## config.mk

```make
export PLATFORM = sky130hd
export DESIGN_NAME = regfile_scoreboard
export DESIGN_NICKNAME = d
export VERILOG_FILES = /design/src/rtl/regfile_scoreboard.sv
export SDC_FILE = /design/constraint.sdc
export NUM_CORES = 1
export LEC_CHECK = 0
export ABC_AREA = 0
export BUFFER_PORTS_ARGS = -buffer_cell sky130_fd_sc_hd__buf_2
export CAP_MARGIN = 20
export CORE_UTILIZATION = 66
export CTS_BUF_LIST = sky130_fd_sc_hd__clkbuf_8 sky130_fd_sc_hd__clkbuf_16
export DETAILED_ROUTE_END_ITERATION = 6
export PLACE_DENSITY = 0.88
export SLEW_MARGIN = 0
export SYNTH_ARGS = -nofsm -noshare
export SYNTH_HDL_FRONTEND = slang
export SYNTH_SLANG_ARGS = --single-unit
```

## constraint.sdc

```tcl
create_clock -name CLK -period 12.97 [get_ports CLK]
set_clock_uncertainty 0.1 [all_clocks]
set_input_delay 1.9455 -clock CLK [delete_from_list [all_inputs] [get_ports CLK]]
set_output_delay 1.9455 -clock CLK [all_outputs]
set_load 0.01 [all_outputs]
```

## src/rtl/regfile_scoreboard.sv

```systemverilog
// Register-file scoreboard: per-register pending-write counters that stall issue on RAW or counter saturation.
// Optional macro SCOREBOARD_BYPASS_EN lets a same-cycle writeback satisfy a source hazard (fwd_rs/fwd_rt).
module regfile_scoreboard #(
  parameter int CNT_W = 2
) (
  input  logic        CLK,
  input  logic        nRST,
  input  logic        issue_valid,
  input  logic [4:0]  issue_rs,
  input  logic [4:0]  issue_rt,
  input  logic        issue_use_rs,
  input  logic        issue_use_rt,
  input  logic        issue_wen,
  input  logic [4:0]  issue_rd,
  input  logic        retire_valid,
  input  logic [4:0]  retire_rd,
  input  logic        kill_valid,
  input  logic [4:0]  kill_rd,
  output logic        issue_ack,
  output logic        stall,
  output logic [31:0] busy_mask,
  output logic        idle,
  output logic        err,
  output logic        fwd_rs,
  output logic        fwd_rt
);

  localparam logic [CNT_W-1:0] CNT_MAX = '1;

  logic [CNT_W-1:0] cnt_reg  [32];
  logic [CNT_W-1:0] cnt_next [32];
  logic [31:0]      uf_next;
  logic             err_reg;

  logic [CNT_W-1:0] cnt_rs;
  logic [CNT_W-1:0] cnt_rt;
  logic [CNT_W-1:0] cnt_rd;
  logic             raw_rs;
  logic             raw_rt;
  logic             haz_rs;
  logic             haz_rt;
  logic             sat;

  assign cnt_rs = cnt_reg[issue_rs];
  assign cnt_rt = cnt_reg[issue_rt];
  assign cnt_rd = cnt_reg[issue_rd];

  assign raw_rs = issue_use_rs & (issue_rs != 5'd0) & (cnt_rs != '0);
  assign raw_rt = issue_use_rt & (issue_rt != 5'd0) & (cnt_rt != '0);
  assign sat    = issue_wen & (issue_rd != 5'd0) & (cnt_rd == CNT_MAX);

`ifdef SCOREBOARD_BYPASS_EN
  localparam logic [CNT_W-1:0] CNT_ONE = CNT_W'(1);
  logic byp_rs;
  logic byp_rt;

  // The last outstanding writer is retiring now and is not being squashed: its data is on the writeback bus.
  assign byp_rs = (cnt_rs == CNT_ONE) & retire_valid & (retire_rd == issue_rs) &
                  ~(kill_valid & (kill_rd == issue_rs));
  assign byp_rt = (cnt_rt == CNT_ONE) & retire_valid & (retire_rd == issue_rt) &
                  ~(kill_valid & (kill_rd == issue_rt));
  assign haz_rs = raw_rs & ~byp_rs;
  assign haz_rt = raw_rt & ~byp_rt;
  assign fwd_rs = nRST & issue_valid & raw_rs & byp_rs;
  assign fwd_rt = nRST & issue_valid & raw_rt & byp_rt;
`else
  assign haz_rs = raw_rs;
  assign haz_rt = raw_rt;
  assign fwd_rs = 1'b0;
  assign fwd_rt = 1'b0;
`endif

  // Gated by nRST so both handshake outputs read 0 while reset is asserted.
  assign stall     = nRST & issue_valid & (haz_rs | haz_rt | sat);
  assign issue_ack = nRST & issue_valid & ~stall;

  genvar gi;
  generate
    for (gi = 0; gi < 32; gi++) begin : g_cnt
      if (gi == 0) begin : g_r0
        assign cnt_next[gi]  = '0;
        assign uf_next[gi]   = 1'b0;
        assign busy_mask[gi] = 1'b0;
      end else begin : g_rn
        logic             inc;
        logic             ret;
        logic             kil;
        logic [CNT_W:0]   up;
        logic [CNT_W:0]   dn;

        assign inc = issue_ack & issue_wen & (issue_rd == 5'(gi));
        assign ret = retire_valid & (retire_rd == 5'(gi));
        assign kil = kill_valid & (kill_rd == 5'(gi));
        assign up  = {1'b0, cnt_reg[gi]} + (CNT_W+1)'(inc);
        assign dn  = (CNT_W+1)'(ret) + (CNT_W+1)'(kil);

        // Increment is applied before the decrements so issue+retire+kill nets correctly in one cycle.
        assign uf_next[gi]   = (up < dn);
        assign cnt_next[gi]  = (up < dn) ? '0 : CNT_W'(up - dn);
        assign busy_mask[gi] = (cnt_reg[gi] != '0);
      end
    end
  endgenerate

  always_ff @(posedge CLK or negedge nRST) begin
    if (!nRST) begin
      for (int i = 0; i < 32; i++) cnt_reg[i] <= '0;
      err_reg <= 1'b0;
    end else begin
      for (int i = 0; i < 32; i++) cnt_reg[i] <= cnt_next[i];
      if (|uf_next) err_reg <= 1'b1;
    end
  end

  assign idle = ~|busy_mask;
  assign err  = err_reg;

endmodule

```

[Word level (Yosys, flattened, before mapping)]
Cells that the tools add are included.
Operators by class
  add/subtract/negate cells: 93
  $lt $le $gt $ge: 34
  equal/unequal tests: 94
  mux-type cells: 40
  bitwise operators: 109
  reduce and logical (&&, ||, !) cells: 39
Operator list (count)
  == test 5 bit (second input constant): 48
  == test 5 x 4 -> 1 bit (second input constant): 24
  AND 1 bit: 103
  adder 2 x 1 -> 3 bit: 31
  less-than comparator 3 x 2 -> 1 bit: 31
  two-way mux 2 bit: 37
  nonzero test 2 bit: 33
  adder 1 x 1 -> 2 bit: 31
  OR reduction 31 bit: 2
  subtractor 2 bit: 31
  == test 5 x 3 -> 1 bit (second input constant): 12
  binary-select mux 2 bit (select 5 bit): 3
  == test 5 x 2 -> 1 bit (second input constant): 6
  greater-or-equal comparator 6 bit (second input constant): 3
  inverter 5 -> 6 bit: 3
  == test 5 x 1 -> 1 bit (second input constant): 3
  nonzero test 5 bit: 3
  == test 2 bit (second input constant): 1
  bitwise OR 1 bit: 2
  zero test 1 bit: 1
  inverter 1 bit: 1
Word-level totals
  bits in registers: 63
  output and inout port bits: 38
  word-level logic and storage cells: 441

[Longest topological paths before layout]
  word-level depth: 16
  gate-level depth with buffers: 19
  mapped depth without buffers: 16

[Worst setup path before layout]
No wires, ideal clock.
  kind: input port to flip-flop
  from: input port issue_rd[0]
  to: register err_reg (netlist: err)
  setup time: 137 ps
  arrival time: 5780 ps
  required time: 12733 ps
  path slack: 6953 ps
  cell stages on the path: 18
  buffers on the path: 4
  cells stage by stage: buf_4 buf_6 nor2b_1 a32o_1 o311ai_0 a21oi_1 or4_1 buf_2 buf_6 nor3_1 ha_1 inv_1 fa_1 or3_1 a22o_1 a221o_1 nor4_1 nand3_1
Between the ends
  cells in the longest elaborated chain, start to end: 15
Ends and longest elaborated chain
  from (decl): line 14  | input logic [4:0] issue_rd,
  inverter 5 -> 6 bit (implied by the code): line 46  | assign cnt_rd = cnt_reg[issue_rd];
  binary-select mux 2 bit (select 5 bit): line 46
  two-way mux 2 bit (implied by the code) (2 in series): line 46
  == test 2 bit: line 50  | assign sat = issue_wen & (issue_rd != 5'd0) & (cnt_rd == CNT_MAX);
  AND 1 bit: line 50
  bitwise OR 1 bit: line 74  | assign stall = nRST & issue_valid & (haz_rs | haz_rt | sat);
  AND 1 bit: line 74
  inverter 1 bit: line 75  | assign issue_ack = nRST & issue_valid & ~stall;
  AND 1 bit: line 75
  AND 1 bit (2 in series): line 91  | assign inc = issue_ack & issue_wen & (issue_rd == 5'(gi));
  adder 2 x 1 -> 3 bit: line 94  | assign up = {1'b0, cnt_reg[gi]} + (CNT_W+1)'(inc);
  less-than comparator 3 x 2 -> 1 bit: line 98  | assign uf_next[gi] = (up < dn);
  OR reduction 31 bit (*): line 111  | if (|uf_next) err_reg <= 1'b1;
  to (signal assigned): line 108  | err_reg <= 1'b0;
  to (signal assigned): line 111
  to (decl): line 33  | logic err_reg;
Mark *: on every way between the ends. The rest lies on a longest branch, timed or not. The select of a mux whose other input is x is not followed.
A chain may end at the register's enable or synchronous reset.

[Worst setup path in the final report]
Ends and elaborated chain as after synthesis.

==> results.md <==
- Max stage delay on crit path: 0.67 ns
- CP max-delay cell: or4_1
- Chip width: 106 µm
- YS warnings: 0
- Initial Util: 68.4%
- Seq/Total Area, Yosys: 22.1%
- Global Route Usage Sum: 41.9%
- Synthesized instance count: 816
- Top_reg_cell synth: dfrtp_1
- Hold_buf cts: 0
- DRT iter0 DRCs: 831
- First-pass GRT wire length: 34.7 mm
- Setup TNS: 0 ns
- DP Area: 7520 µm²
- CTS tree: yes
- CP endpoint kind: flop
- Sequential power share: 33.2%
- Top fanout value on the critical path: 26
- Met1 Use GR: 53.5%
- Post-CTS Resized: 0
- Final worst path period share: 54.6%
- Initial antenna violation count: 0
- Final hold viol count: 0
- # IOs: 71
- Fmax: 0.141 GHz
- Synth top area cells: dfrtp_1 22%, ha_1 22%, fa_1 8.7%
- Power Density: 117 nW/µm²
- Max FFs per register: 62
- Final RePlAce weighted congestion: 0.994
- Layout area overhead: 8.27%
- Lkg Pwr: 3.93 nW
- Slew Limit Fails: 0
- Crit-path cells: buf_2 > mux4_2 > nor2_1 > a311oi_1 > o21ai_0 > nand3_1 > or4_1 > buf_16 > nor3_1 > ha_1 > inv_1 > fa_1 > or3_1 > a22o_1 > a221o_1 > nor4b_1 > nand3_1
- DRT antenna net count: 0
- Die area: 11200 µm²
- Post-placement cell count: 997
- Proportion of layout cells with a drive suffix above 1: 12.7%
- Clk slew on worst S/H paths: 0.07 ns
- Clock sinks: 63
- Max Root-Sink Buffers: 2
- Least-Margin Pin Slew: 0.844 ns
- Rows: 37
- Number of distinct library cells after synthesis: 54
- Critical Path RT: 13.08 ns
- Critical path class: input port to flop
- HP Class: flop to flop
- Met2 usage: 65.9%
- Fin area: 7720 µm²
- Final non-filler cell total: 1012
- Critical Path AT: 7.19 ns
- Vias per cell: 6.54
- Async set or reset register ratio after synthesis: 100%
- Largest net degree at the start of global routing: 62
- Final wirelength: 22.4 mm
- Fin crit period: 7.08 ns
- CTS Buf Count: 9
- Top cell type's share of synthesized area: 22.1%
- Die height: 106 µm
- Drt first pass iters: 6
- CTS root buf: clkbuf_8
- WP buf/inv: 3
- Sw Share: 43.8%
- Residual DRC: 0
- Clk Latency, worst-skew pair: 0.37 ns
- Net Switching: 0.397 mW
- Gr ovfl total: 0
- Detailed placer's ending HPWL: 17.8 mm
- H-tree lvl count: 3
- RSZ-0062 raised after global routing: false
- Clock share of power: 20.0%
- Comb pwr share: 46.8%
- Met3 GRT Util: 9.56%
- Status: finished clean
- Setup Viol. Count Final: 0
- Vias in the first global route: 6538
- Average cell area after synthesis: 8.73 µm²
- # diodes: 0
- Core ar.: 10400 µm²
- Post-synth EDFFs: 0
- Filler cell count: 763
- Port Buffers: 67
- Max VDD drop: 0.0000900 V
- Worst setup SP type: input port
- Post-Syn Area: 7130 µm²
- DR WL/cell: 22.1 µm
- Area leader, netlist: dfrtp_1
- Flops & latches, synth: 63
- Total vias in the final route: 6617
- P_int: 0.509 mW
- Total of max-cap violations: 0
- Most frequent CP cell: nand3_1
- Postcts setup bufs: 0
- Fin nets: 1060
- Slew headroom: 43.7%
- Most Used Layer, Global Route: met2
- Family with the most delay on the worst path: simple AND/OR/NAND/NOR gates
-- power by group through the flow --
stage / combinational [mW] / clock, mW / sequential (mW)
2_1_floorplan: 0.268 / 0 / 0.278
3_3_place_gp: 0.391 / 0 / 0.297
3_5_place_dp: 0.413 / 0 / 0.299
4_1_cts: 0.415 / 0.182 / 0.296
5_1_grt: 0.461 / 0.189 / 0.303
6_report: 0.424 / 0.181 / 0.301
-- placed cells by master, fill, tap and decap left out, types with 6 or more instances in the layout --
master and instances:
clkbuf_8 11, nand4_1 7, nand3_1 28, dfrtp_1 63, nor3b_1 7, buf_2 67
nor2_1 139, nor3_1 42, or2_2 6, mux4_2 17, nor2b_1 13, or4_1 9
or3_1 22, inv_1 115, nand2b_1 6, fa_1 31, nand2_1 27, xnor2_1 31
o21ai_0 6, ha_1 124, a21oi_1 37
-- worst paths after layout --
check / start / endpoint / slack (ns) / depth (start not counted)
max in group asynchronous: nRST / cnt_reg[12] / 10.33 / 2
worst max register to register: cnt_reg[14] / err / 7.33 / 16
worst max-delay path: issue_rd[0] / err / 5.89 / 17
worst min register to register: err / err / 0.55 / 3
worst min-delay path: err / err / 0.55 / 3
min in group asynchronous: nRST / cnt_reg[16] / 1.33 / 1
-- tightest hold or removal path, delay by kind of cell (launching register included) --
kind	cells	cell delay (ns)
AND/OR/NAND/NOR	3	0.25
flip-flops	1	0.38
-- cell type report --
type | instances | area, µm² | share of cell area [%]
clock buffer | 11 | 151 | 1.96
clock inverter | 4 | 45.0 | 0.584
inverter | 115 | 432 | 5.59
multi-input combinational | 614 | 4970 | 64.4
sequential | 63 | 1580 | 20.4
tap | 136 | 170 | 2.21
timing repair buffer | 69 | 370 | 4.80
-- cells in the mapped netlist, types with 3 or more instances --
| cell | number |
|---|---|
| or2_2 | 6 |
| mux4_2 | 17 |
| nand2_1 | 27 |
| clkbuf_1 | 10 |
| a21oi_1 | 37 |
| and2_1 | 5 |
| buf_4 | 5 |
| inv_1 | 115 |
| o31a_1 | 4 |
| or2_1 | 3 |
| buf_2 | 7 |
| a221o_1 | 5 |
| nor3_1 | 42 |
| fa_1 | 31 |
| nand2b_1 | 6 |
| dfrtp_1 | 63 |
| nor2b_1 | 13 |
| o22ai_1 | 3 |
| buf_6 | 4 |
| a22o_1 | 5 |
| xnor2_1 | 31 |
| or3_1 | 22 |
| or4_1 | 9 |
| nor2_1 | 139 |
| o21ai_0 | 6 |
| a211oi_1 | 3 |
| nor3b_1 | 7 |
| nor4_1 | 3 |
| nand4_1 | 7 |
| nand3_1 | 28 |
| ha_1 | 124 |
| mux2i_1 | 3 |
-- kinds of logic (layout without fill, tap and decap cells) --
logic type,after synthesis,count (layout),share of synthesized area (%)
AO/OA/AOI/OAI,79,79,7.37
AND/OR/NAND/NOR,325,325,22.0
multiplexers,21,21,5.95
adder cells (fa/ha/maj),155,155,30.5
other,1,3,0.0526
buffers and inverters,141,199,8.23
XOR/XNOR,31,31,3.81
flip-flops,63,63,22.1
-- per-stage QoR --
step | hold slack (ns) | utilization [%] | worst slack (ns) | power (mW)
6_report | 0.552 | 74.1 | 5.89 | 0.906
3_5_place_dp | 0.529 | 72.2 | 5.59 | 0.712
3_3_place_gp | 0.519 | 71.9 | 5.33 | 0.689
5_1_grt | 0.590 | 74.1 | 5.70 | 0.952
4_1_cts | 0.544 | 74.1 | 5.97 | 0.893
2_1_floorplan | 0.517 | - | 6.95 | 0.545
-- layer usage --
layer  wire [µm]  vias to the layer above  share of wire, %
li1            -                     2868                 -
met1        8400                     3132                38
met2       10000                      506                45
met3        2560                      111                11
met4        1390                        0               6.2
met5           0                        -                 0
No activity file was read; power rests on OpenSTA's default activity.
